--- src/rtl/dmem_arbiter.sv ---
// Two-requester arbiter for the single-port data memory: m0 has fixed priority,
// m1 is guaranteed a slot after MAX_HOLD consecutive m0 wins.
module dmem_arbiter #(
    parameter int ADDR_W   = 16,
    parameter int DATA_W   = 16,
    parameter int RD_LAT   = 1,
    parameter int MAX_HOLD = 4
) (
    input  logic              clk,
    input  logic              reset,
    input  logic              m0_req,
    input  logic              m0_we,
    input  logic [ADDR_W-1:0] m0_addr,
    input  logic [DATA_W-1:0] m0_wdata,
    output logic              m0_gnt,
    output logic              m0_rvalid,
    output logic [DATA_W-1:0] m0_rdata,
    input  logic              m1_req,
    input  logic              m1_we,
    input  logic [ADDR_W-1:0] m1_addr,
    input  logic [DATA_W-1:0] m1_wdata,
    output logic              m1_gnt,
    output logic              m1_rvalid,
    output logic [DATA_W-1:0] m1_rdata,
    output logic [ADDR_W-1:0] mem_addr,
    output logic [DATA_W-1:0] mem_wdata,
    output logic              mem_we,
    output logic              mem_re,
    input  logic [DATA_W-1:0] mem_rdata,
    output logic              busy
);

    typedef enum logic [1:0] {IDLE, ACCESS, WAIT_RD} state_t;

    localparam logic [2:0] LAT_INIT = 3'(RD_LAT - 1);
    localparam logic [3:0] HOLD_MAX = 4'(MAX_HOLD);

    state_t            state, state_next;
    logic [3:0]        hold_cnt;
    logic [2:0]        lat_cnt;
    logic              lat_m1;
    logic              lat_we;
    logic [ADDR_W-1:0] lat_addr;
    logic [DATA_W-1:0] lat_wdata;
    logic              any_req;
    logic              pick_m1;
    logic              rd_done;

    assign any_req = m0_req | m1_req;
    // m1 wins when alone, or when m0 has used up its consecutive-grant allowance.
    assign pick_m1 = m1_req & (~m0_req | (hold_cnt >= HOLD_MAX));
    assign rd_done = (state == WAIT_RD) && (lat_cnt == 3'd0);

    // NOTE: sequential state uses non-blocking assignments so every register
    // samples pre-edge values regardless of statement order.
    always_ff @(posedge clk) begin
        if (reset) state <= IDLE;
        else       state <= state_next;
    end

    // NOTE: every signal driven here gets a default first, so no path can infer a latch.
    always_comb begin
        state_next = state;
        m0_gnt     = 1'b0;
        m1_gnt     = 1'b0;
        m0_rvalid  = 1'b0;
        m1_rvalid  = 1'b0;
        mem_we     = 1'b0;
        mem_re     = 1'b0;
        case (state)
            IDLE: begin
                if (any_req) state_next = ACCESS;
            end
            ACCESS: begin
                m0_gnt     = ~lat_m1;
                m1_gnt     = lat_m1;
                mem_we     = lat_we;
                mem_re     = ~lat_we;
                state_next = lat_we ? IDLE : WAIT_RD;
            end
            WAIT_RD: begin
                if (rd_done) begin
                    m0_rvalid  = ~lat_m1;
                    m1_rvalid  = lat_m1;
                    state_next = IDLE;
                end
            end
            default: state_next = IDLE;
        endcase
    end

    always_ff @(posedge clk) begin
        if (reset) begin
            hold_cnt  <= '0;
            lat_cnt   <= '0;
            lat_m1    <= 1'b0;
            lat_we    <= 1'b0;
            lat_addr  <= '0;
            lat_wdata <= '0;
        end else begin
            case (state)
                IDLE: begin
                    if (any_req) begin
                        lat_m1    <= pick_m1;
                        lat_we    <= pick_m1 ? m1_we    : m0_we;
                        lat_addr  <= pick_m1 ? m1_addr  : m0_addr;
                        lat_wdata <= pick_m1 ? m1_wdata : m0_wdata;
                    end
                    if (!m1_req || pick_m1)   hold_cnt <= '0;
                    else if (hold_cnt != 4'hF) hold_cnt <= hold_cnt + 4'd1;
                end
                ACCESS: begin
                    if (!lat_we) lat_cnt <= LAT_INIT;
                end
                WAIT_RD: begin
                    if (lat_cnt != 3'd0) lat_cnt <= lat_cnt - 3'd1;
                end
                default: ;
            endcase
        end
    end

    // Address and write data come straight from the latch, so they hold between commands.
    assign mem_addr  = lat_addr;
    assign mem_wdata = lat_wdata;
    assign m0_rdata  = m0_rvalid ? mem_rdata : '0;
    assign m1_rdata  = m1_rvalid ? mem_rdata : '0;
    assign busy      = (state != IDLE);

endmodule

--- config.mk ---
export PLATFORM = sky130hd
export DESIGN_NAME = dmem_arbiter
export DESIGN_NICKNAME = d
export VERILOG_FILES = /design/src/rtl/dmem_arbiter.sv
export SDC_FILE = /design/constraint.sdc
export NUM_CORES = 1
export LEC_CHECK = 0
export ABC_AREA = 0
export CORE_ASPECT_RATIO = 0.7
export CORE_MARGIN = 2
export CORE_UTILIZATION = 38
export DETAILED_ROUTE_END_ITERATION = 10
export GPL_TIMING_DRIVEN = 0
export PLACE_DENSITY = 0.95
export SETUP_SLACK_MARGIN = 0.1
export SLEW_MARGIN = 10
export SYNTH_ARGS = -nofsm -noshare
export SYNTH_HDL_FRONTEND = slang
export SYNTH_SLANG_ARGS = --single-unit
--- constraint.sdc ---
create_clock -name clk -period 3.81 [get_ports clk]
set_input_delay 0.381 -clock clk [delete_from_list [all_inputs] [get_ports clk]]
set_output_delay 0.381 -clock clk [all_outputs]
set_load 0.01 [all_outputs]
=== Word level (Yosys, flattened, before mapping) ===
Index checks and enable logic that the tools add are counted.

* Logic and storage cells: 58
* Bits in registers: 43
* Bits of input ports: 86

* Bitwise gates (word level): 6
* Reductions and logical operators: 13
* Muxes and demuxes: 22
* Eq/ne operators: 7
* Add/sub/neg operators: 2
* Magnitude comparators: 1

{| class="wikitable"
|+ Operators with widths
! kind !! count
|-
| 16-bit two-way mux || 4
|-
| 1-bit two-way mux || 9
|-
| 4-bit two-way mux || 2
|-
| 2-bit two-way mux || 3
|-
| 3-bit two-way mux || 2
|-
| 2-bit inequality test (second input constant) || 3
|-
| 2-bit case mux with 3 select lines || 1
|-
| 3-bit case mux with 2 select lines || 1
|-
| 2-bit AND reduction || 3
|-
| 2-bit nonzero test || 3
|-
| 4-bit by 1-bit adder with 4-bit output (second input constant) || 1
|-
| 4-bit by 3-bit >= comparator with 1-bit output (second input constant) || 1
|-
| 4-bit inequality test (second input constant) || 1
|-
| 3-bit zero test || 1
|-
| 1-bit NOT || 3
|-
| 3-bit AND reduction || 1
|-
| 3-bit nonzero test || 1
|-
| 3-bit by 1-bit subtractor with 3-bit output (second input constant) || 1
|-
| 2-bit by 1-bit == test with 1-bit output (second input constant) || 1
|-
| 2-bit == test (second input constant) || 1
|-
| 2-bit zero test || 1
|-
| 2-bit by 1-bit inequality test with 1-bit output (second input constant) || 1
|-
| 1-bit OR || 2
|-
| 1-bit bitwise AND || 1
|-
| 3 further kinds || 3
|}

=== Depth between registers and ports, before layout ===
Gate-level depths: netlist of run 1.

* Depth in word-level cells: 6
* Mapped depth: 6
* Gate-level depth less buffers: 6

=== Least setup slack after synthesis of run 1 ===
OpenSTA, ideal clock, no wires.

* Path kind: flip-flop to output port
* From: register lat_cnt[0]
* To: output port m0_rdata[10]
* Buffers on the path: 1
* Path slack: 1962 ps
* Arrival: 1467 ps
* Data required time: 3429 ps
* Cell stages (with the launch flop): 7
* Path through: dfxtp_1 > inv_1 > ha_1 > ha_1 > and4bb_2 > clkbuf_1 > and2_1

* Longest elaborated chain between the ends: 5

{| class="wikitable"
|+ RTL lines
! element !! RTL line !! source
|-
| start: declaration || 40 || <nowiki>logic [2:0] lat_cnt;</nowiki>
|-
| start signal: assignment || 116 || <nowiki>if (lat_cnt != 3'd0) lat_cnt <= lat_cnt - 3'd1;</nowiki>
|-
| 3-bit zero test || 52 || <nowiki>assign rd_done = (state == WAIT_RD) && (lat_cnt == 3'd0);</nowiki>
|-
| 1-bit logical AND || 52 ||
|-
| 1-bit two-way mux || 82 || <nowiki>if (rd_done) begin</nowiki>
|-
| 1-bit two-way mux || 70 || <nowiki>case (state)</nowiki>
|-
| named net m0_rvalid || 16 || <nowiki>output logic m0_rvalid,</nowiki>
|-
| 16-bit two-way mux || 126 || <nowiki>assign m0_rdata = m0_rvalid ? mem_rdata : '0;</nowiki>
|-
| end: declaration || 17 || <nowiki>output logic [DATA_W-1:0] m0_rdata,</nowiki>
|}

The timed path passes the listed nets, and every way through them passes these cells.

=== Worst setup path in the final report of run 1 ===
* From: register lat_cnt[0]
* To: output port m1_rdata[6]

* Longest elaborated chain between the ends: 5

{| class="wikitable"
|+ RTL lines
! element !! RTL line !! source
|-
| 3-bit zero test || 52 ||
|-
| 1-bit logical AND || 52 ||
|-
| 1-bit two-way mux || 82 ||
|-
| 1-bit two-way mux || 70 ||
|-
| 16-bit two-way mux || 127 || <nowiki>assign m1_rdata = m1_rvalid ? mem_rdata : '0;</nowiki>
|-
| end: declaration || 24 || <nowiki>output logic [DATA_W-1:0] m1_rdata,</nowiki>
|}

No other way between the ends.

==> metrics.yaml, run 1 <==
floorplan.initialDensity_pct: 39.6
maxCapViolCount: 0
finalWirelength_mm: 8.54
critPathMaxStageDelay_ps: 540
grt-ovfl-total: 0
grt_use_total_pct: 24.4
gp_congestion: 0.830
whs_path_depth: 2
end_kind: "primary output"
drive_gt1_share_pct: 4.85
crit_chain: "inv_1 -> ha_1 -> ha_1 -> and4b_1 -> clkbuf_1 -> and2_1 -> clkdlybuf4s50_1"
grt_pass1_vias: 2699
design_area_mm2: 0.00402
worstPathRequired_ps: 3430
yosys_warnings: 0
path_clk_slew_ps: 80
placed_cell_area_mm2: 0.00394
cts-buffers-inserted: 5
timing.rr.end: "mem_addr[9]$_SDFFE_PP0P_"
peakVddDrop_uv: 205
slowest_stage: "clkdlybuf4s50_1"
setup_violations: 0
drt_pass1_iterations: 5
synth-seq-cells: 43
die_h_um: 68.9
fin_setup_tns_ps: 0
worstMarginPinSlew_ps: 520
start_kind: "flop"
cts_resized: 0
drc: 0
dieArea_mm2: 0.00667
portBuffers: 155
p_sw_share_pct: 30.4
path_buf_inv: 3
grt_pass1_wl_mm: 13.1
root_buffer: "clkbuf_8"
cts_setup_buffers: 0
path_class: "flop to primary output"
synth_cell_types: 28
rows: 23
status: "finished clean"
syn_inst: 291
power.leakage_uw: 0.00141
pwr-share-comb_pct: 33.4
diodes: 0
grt_max_degree: 14
fin_crit_ps: 2870
cts_hold_buf: 0
ioPinCount: 157
clock_sinks: 43
holdPathEnd: "hold_cnt[1]$_SDFFE_PP0P_"
rsz0062_at_grt: "no"
wl_per_cell_um: 16.1
vias: 2946
reg2reg_depth: 4
hold_violations: 0
p_switching_uw: 370
core_area_mm2: 0.00578
final_max_slew_viol_count: 0
post-dp-hpwl_mm: 6.51
finClkSkew_ps: 9.52
drtIter0Drc: 182
clock_power_share_pct: 23.8
final.period_utilization_pct: 75.4
syn_nets: 380
syn_avg_cell_area_um2: 7.87
cp.arrival_ps: 2490
p_per_area_mw_per_mm2: 303
clk_path_buf_depth: 2
crit_path_frequent_cell: "ha_1"
internal_power_uw: 847
seq_area_frac_synth_pct: 37.6
cp_max_fo: 10
regToRegSetupSlack_ps: 2010
area_delta_synth_final_pct: 75.6
worst_hold_startpoint: "hold_cnt[1]$_SDFFE_PP0P_"
p_seq_share_pct: 42.8
antenna_found_initial: 0
ant_nets: 0
synth_area_mm2: 0.00229
relSlewSlack_pct: 65.2
max_freq_ghz: 0.348
nNetsFinal: 542
crit_family: "buffers and inverters"
hp-class: "flop to flop"
routed_via_density: 5.57
htree_levels: 2
cts_tree: "built"
die_w_um: 96.8
clk_latency_ps: 290
reg2reg_from: "hold_cnt[3]$_SDFFE_PP0P_"
## worst register-to-register path, stage by stage, from the launching register on
cell	delay [ps]
dfxtp_1	340
nor3b_2	480
clkbuf_1	390
o21ai_0	150
a311oi_1	340
## metal layers
metal  share of wire (%)  global-route usage (%)
met1                  42                    30.5
met2                  49                    42.6
met3                 8.6                    6.55
met4                0.76                    6.51
met5                   0                       0
## flip-flops by register name (all words and copies together) (netlist names)
signal and cells:
mem_addr 16, mem_wdata 16, hold_cnt 4, lat_cnt 3
state 2, lat_m1 1, lat_we 1
## power groups by stage
stage	Clock (uW)	Combinational, uW	Sequential, uW
floorplan	0	151	545
global placement	0	393	528
detailed placement	0	404	530
CTS	291	406	520
global route	308	438	525
finish	289	406	521
## kinds of logic after synthesis
| logic type | Yosys count | share of synthesized area [%] |
|---|---|---|
| AO/OA/AOI/OAI | 110 | 29.9 |
| adder cells (fa/ha/maj) | 3 | 1.64 |
| AND/OR/NAND/NOR | 93 | 23.6 |
| buffers and inverters | 42 | 7.32 |
| flip-flops | 43 | 37.6 |
## worst max-delay path by stage
| stage | start | end | slack [ps] | depth (start not counted) |
|---|---|---|---|---|
| 3_5_place_dp | lat_cnt[0]$_SDFFE_PP0P_ | m1_rdata[6] | 1290 | 7 |
| 2_1_floorplan | lat_cnt[0]$_SDFFE_PP0P_ | m0_rdata[10] | 1960 | 6 |
| 4_1_cts | lat_cnt[0]$_SDFFE_PP0P_ | m1_rdata[6] | 940 | 7 |
| 3_3_place_gp | lat_cnt[0]$_SDFFE_PP0P_ | m0_rdata[8] | 1370 | 7 |
| 5_1_grt | lat_cnt[0]$_SDFFE_PP0P_ | m1_rdata[6] | 770 | 7 |
| 6_report | lat_cnt[0]$_SDFFE_PP0P_ | m1_rdata[6] | 940 | 7 |
## cells in the mapped netlist
master / n / area share [%]
nor3b_1: 1 / 0.33
a311oi_1: 33 / 13
nand2b_1: 1 / 0.27
dfxtp_1: 43 / 38
nand2_1: 3 / 0.49
nor3_1: 1 / 0.22
or4_1: 1 / 0.33
nand3_1: 34 / 7.4
clkbuf_1: 25 / 4.1
inv_2: 1 / 0.16
nor3b_2: 1 / 0.55
a31oi_1: 3 / 0.82
or2_2: 1 / 0.27
or3b_1: 1 / 0.38
nand4_1: 2 / 0.55
nor4b_1: 2 / 0.77
o21ai_0: 34 / 7.4
o221a_2: 1 / 0.49
buf_2: 8 / 1.7
buf_1: 1 / 0.16
and4bb_2: 1 / 0.55
nor2_1: 9 / 1.5
ha_1: 3 / 1.6
and2_1: 32 / 8.7
inv_1: 7 / 1.1
or3b_2: 2 / 0.77
a21oi_1: 39 / 8.5
and4b_1: 1 / 0.44
## metrics by stage
| step | worst slack (ps) | utilization (%) | total power, uW | hold slack [ps] | cells |
|---|---|---|---|---|---|
| after floorplan | 1960 | - | 696 | 436 | 291 |
| after global placement | 1370 | 68.0 | 921 | 443 | 521 |
| after detailed placement | 1290 | 68.0 | 933 | 456 | 521 |
| after CTS | 936 | 69.5 | 1220 | 468 | 529 |
| after global routing | 768 | 69.5 | 1270 | 482 | 529 |
| final | 938 | 69.5 | 1220 | 471 | 529 |
## cell usage in the layout (no fill, tap or decap), types with 3 or more instances in the layout
cell type,instances
o21ai_0,34
and2_1,32
nor2_1,9
nand2_1,3
nand3_1,34
inv_1,7
dfxtp_1,43
clkbuf_1,26
a311oi_1,33
a21oi_1,39
a31oi_1,3
clkbuf_8,5
clkdlybuf4s50_1,155
ha_1,3
buf_2,8
## cell type report
class | instances | area (um^2)
well taps | 75 | 93.8
fillers | 503 | 1760
flip-flops and latches | 43 | 861
clock buffers | 6 | 72.6
plain buffers | 34 | 138
inverters | 8 | 30.0
clock inverters | 2 | 12.5
multi-input cells | 206 | 1260
repair buffers | 155 | 1550
(Power assumes the default switching activity.)
==> run 2, diff against run 1 <==
--- a/config.mk
+++ b/config.mk
@@ -8,10 +8,10 @@
 export ABC_AREA = 0
 export CORE_ASPECT_RATIO = 0.7
 export CORE_MARGIN = 2
-export CORE_UTILIZATION = 38
+export CORE_UTILIZATION = 32
 export DETAILED_ROUTE_END_ITERATION = 10
 export GPL_TIMING_DRIVEN = 0
-export PLACE_DENSITY = 0.95
+export PLACE_DENSITY = 0.87
 export SETUP_SLACK_MARGIN = 0.1
 export SLEW_MARGIN = 10
 export SYNTH_ARGS = -nofsm -noshare
==> constraint.sdc (replaced) <==
create_clock -name clk -period 2.5 [get_ports clk]
set_input_delay 0.25 -clock clk [delete_from_list [all_inputs] [get_ports clk]]
set_output_delay 0.25 -clock clk [all_outputs]
set_load 0.01 [all_outputs]
==> run 2 against run 1 <==
Total power grew 60%. Sequential cell count unchanged. First-iteration DRC count fell by 12%. Largest power group unchanged. Clock-buffer cell count unchanged. Worst setup slack worse by 740 ps. Clock power up 83%. Die area grew 18%. Cell area grew 3.3%. Sequential share of layout area shrank 0.65 points.
==> metrics.yaml, run 2 (same netlist as run 1, synthesis figures left out) <==
status: "finished clean"
area_delta_synth_final_pct: 81.3
portBuffers: 155
pwr-share-comb_pct: 32.1
reg2reg_from: "hold_cnt[3]$_SDFFE_PP0P_"
ant_nets: 0
fin_setup_tns_ps: 0
rows: 25
nFillCells: 596
cts-buffers-inserted: 5
critPathMaxStageDelay_ps: 530
setup_violations: 0
path_class: "flop to primary output"
drc: 0
worstPathRequired_ps: 2250
drive_gt1_share_pct: 6.37
final_max_slew_viol_count: 0
post-route-util_pct: 60.6
clk_path_buf_depth: 2
cts_hold_buf: 0
hold_violations: 0
antenna_found_initial: 0
p_per_area_mw_per_mm2: 469
worstMarginPinSlew_ps: 537
die_h_um: 74.8
dieArea_mm2: 0.00786
crit_chain: "clkbuf_1 -> or3b_2 -> inv_1 -> clkdlybuf4s50_1"
peakVddDrop_uv: 243
drtIter0Drc: 161
cp-startpoint: "state[0]$_SDFFE_PP0P_"
final_common_cell: "clkdlybuf4s50_1"
final.period_utilization_pct: 91.9
highest_layer: "met4"
power.leakage_uw: 0.00193
clk_latency_ps: 300
finClkSkew_ps: 6.22
slowest_stage: "or3b_2"
cts_tree: "built"
grt_pass1_wl_mm: 13.4
maxCapViolCount: 0
fin_crit_ps: 2300
place_inst: 540
reg2reg_depth: 4
grt_max_degree: 13
gp_congestion: 0.828
max_freq_ghz: 0.435
vias: 2946
pre_cts_slack_ps: 98.4
hp-class: "input port to flop"
ioPinCount: 157
routed_via_density: 5.37
path_clk_slew_ps: 70
crit_family: "buffers and inverters"
p_seq_share_pct: 40.7
post-dp-hpwl_mm: 6.79
start_kind: "flop"
p_sw_share_pct: 28.8
fin_ws_ps: 203
cp_max_fo: 10
final_cell_mix: "clkdlybuf4s50_1, dfxtp_1, a21oi_1, o21ai_0, nand3_1"
regToRegSetupSlack_ps: 710
endpoint: "mem_re"
rsz0062_at_grt: "no"
clock_power_share_pct: 27.2
end_kind: "primary output"
timing.rr.end: "mem_wdata[7]$_SDFFE_PP0P_"
floorplan.initialDensity_pct: 33.4
internal_power_uw: 1390
grt-ovfl-total: 0
m1WireLength_mm: 3.82
path_buf_inv: 3
cp.arrival_ps: 2050
wl_per_cell_um: 16.7
grt_use_total_pct: 21.3
nNetsFinal: 544
die_w_um: 105
clock_sinks: 43
p_switching_uw: 560
layout.cells.non_filler: 549
drt_pass1_iterations: 6
met2_length_mm: 4.44
finalWirelength_mm: 9.17
cp.depth: 4
relSlewSlack_pct: 64.0
grt_pass1_vias: 2672
core_area_mm2: 0.00685
root_buffer: "clkbuf_8"
diodes: 0
htree_levels: 2
holdWs_ps: 387
wl_met3_um: 818
==> run 2: timing repair <==
action | in CTS | in global routing
endpoints found under the setup margin | 29 | 26
buffers inserted | 2 | 0
gates resized for setup | 16 | 27
pin swaps | 1 | 0
==> run 2: worst min path at each step <==
stage                                   from                        end  slack, ps  cells past startpoint
floorplan                        m0_wdata[0]  mem_wdata[0]$_SDFFE_PP0P_        430                      2
global placement    hold_cnt[1]$_SDFFE_PP0P_   hold_cnt[1]$_SDFFE_PP0P_        440                      2
detailed placement  hold_cnt[1]$_SDFFE_PP0P_   hold_cnt[1]$_SDFFE_PP0P_        470                      2
CTS                                    reset  mem_wdata[0]$_SDFFE_PP0P_        350                      2
global route                           reset  mem_wdata[0]$_SDFFE_PP0P_        370                      2
finish                                 reset  mem_wdata[0]$_SDFFE_PP0P_        390                      2
==> run 2: final cells by class <==
class	count	area, um^2	area share, %
tap	94	118	2.83
timing repair buffer	157	1620	38.9
inverter	8	30.0	0.723
sequential	43	862	20.8
buffer	34	145	3.50
multi-input combinational	206	1280	30.8
clock buffer	6	72.6	1.75
clock inverter	1	30.0	0.723
==> run 2: power groups by stage <==
stage	clock network, uW	registers (uW)	logic, uW
5_1_grt	565	799	668
4_1_cts	539	790	622
6_report	530	792	624
3_5_place_dp	0	805	620
3_3_place_gp	0	803	605
2_1_floorplan	0	831	230
==> run 2: worst register-to-register path: cells and delay by family, from the launching register on <==
kind,cells,cell delay (ps)
flops,1,330
simple gates,1,490
buf+inv,1,370
compound gates,2,500
==> run 2: metal layers <==
layer	global-route usage [%]	up-vias
met4	3.26	0
met2	39.8	152
met3	5.54	11
li1	-	1411
met1	25.6	1372
met5	0	-
==> run 2: metrics by stage <==
stage / total power [uW] / cell area, um^2
2_1_floorplan: 1060 / 2290
4_1_cts: 1950 / 4090
3_5_place_dp: 1430 / 3960
3_3_place_gp: 1410 / 3960
5_1_grt: 2030 / 4150
6_report: 1950 / 4150
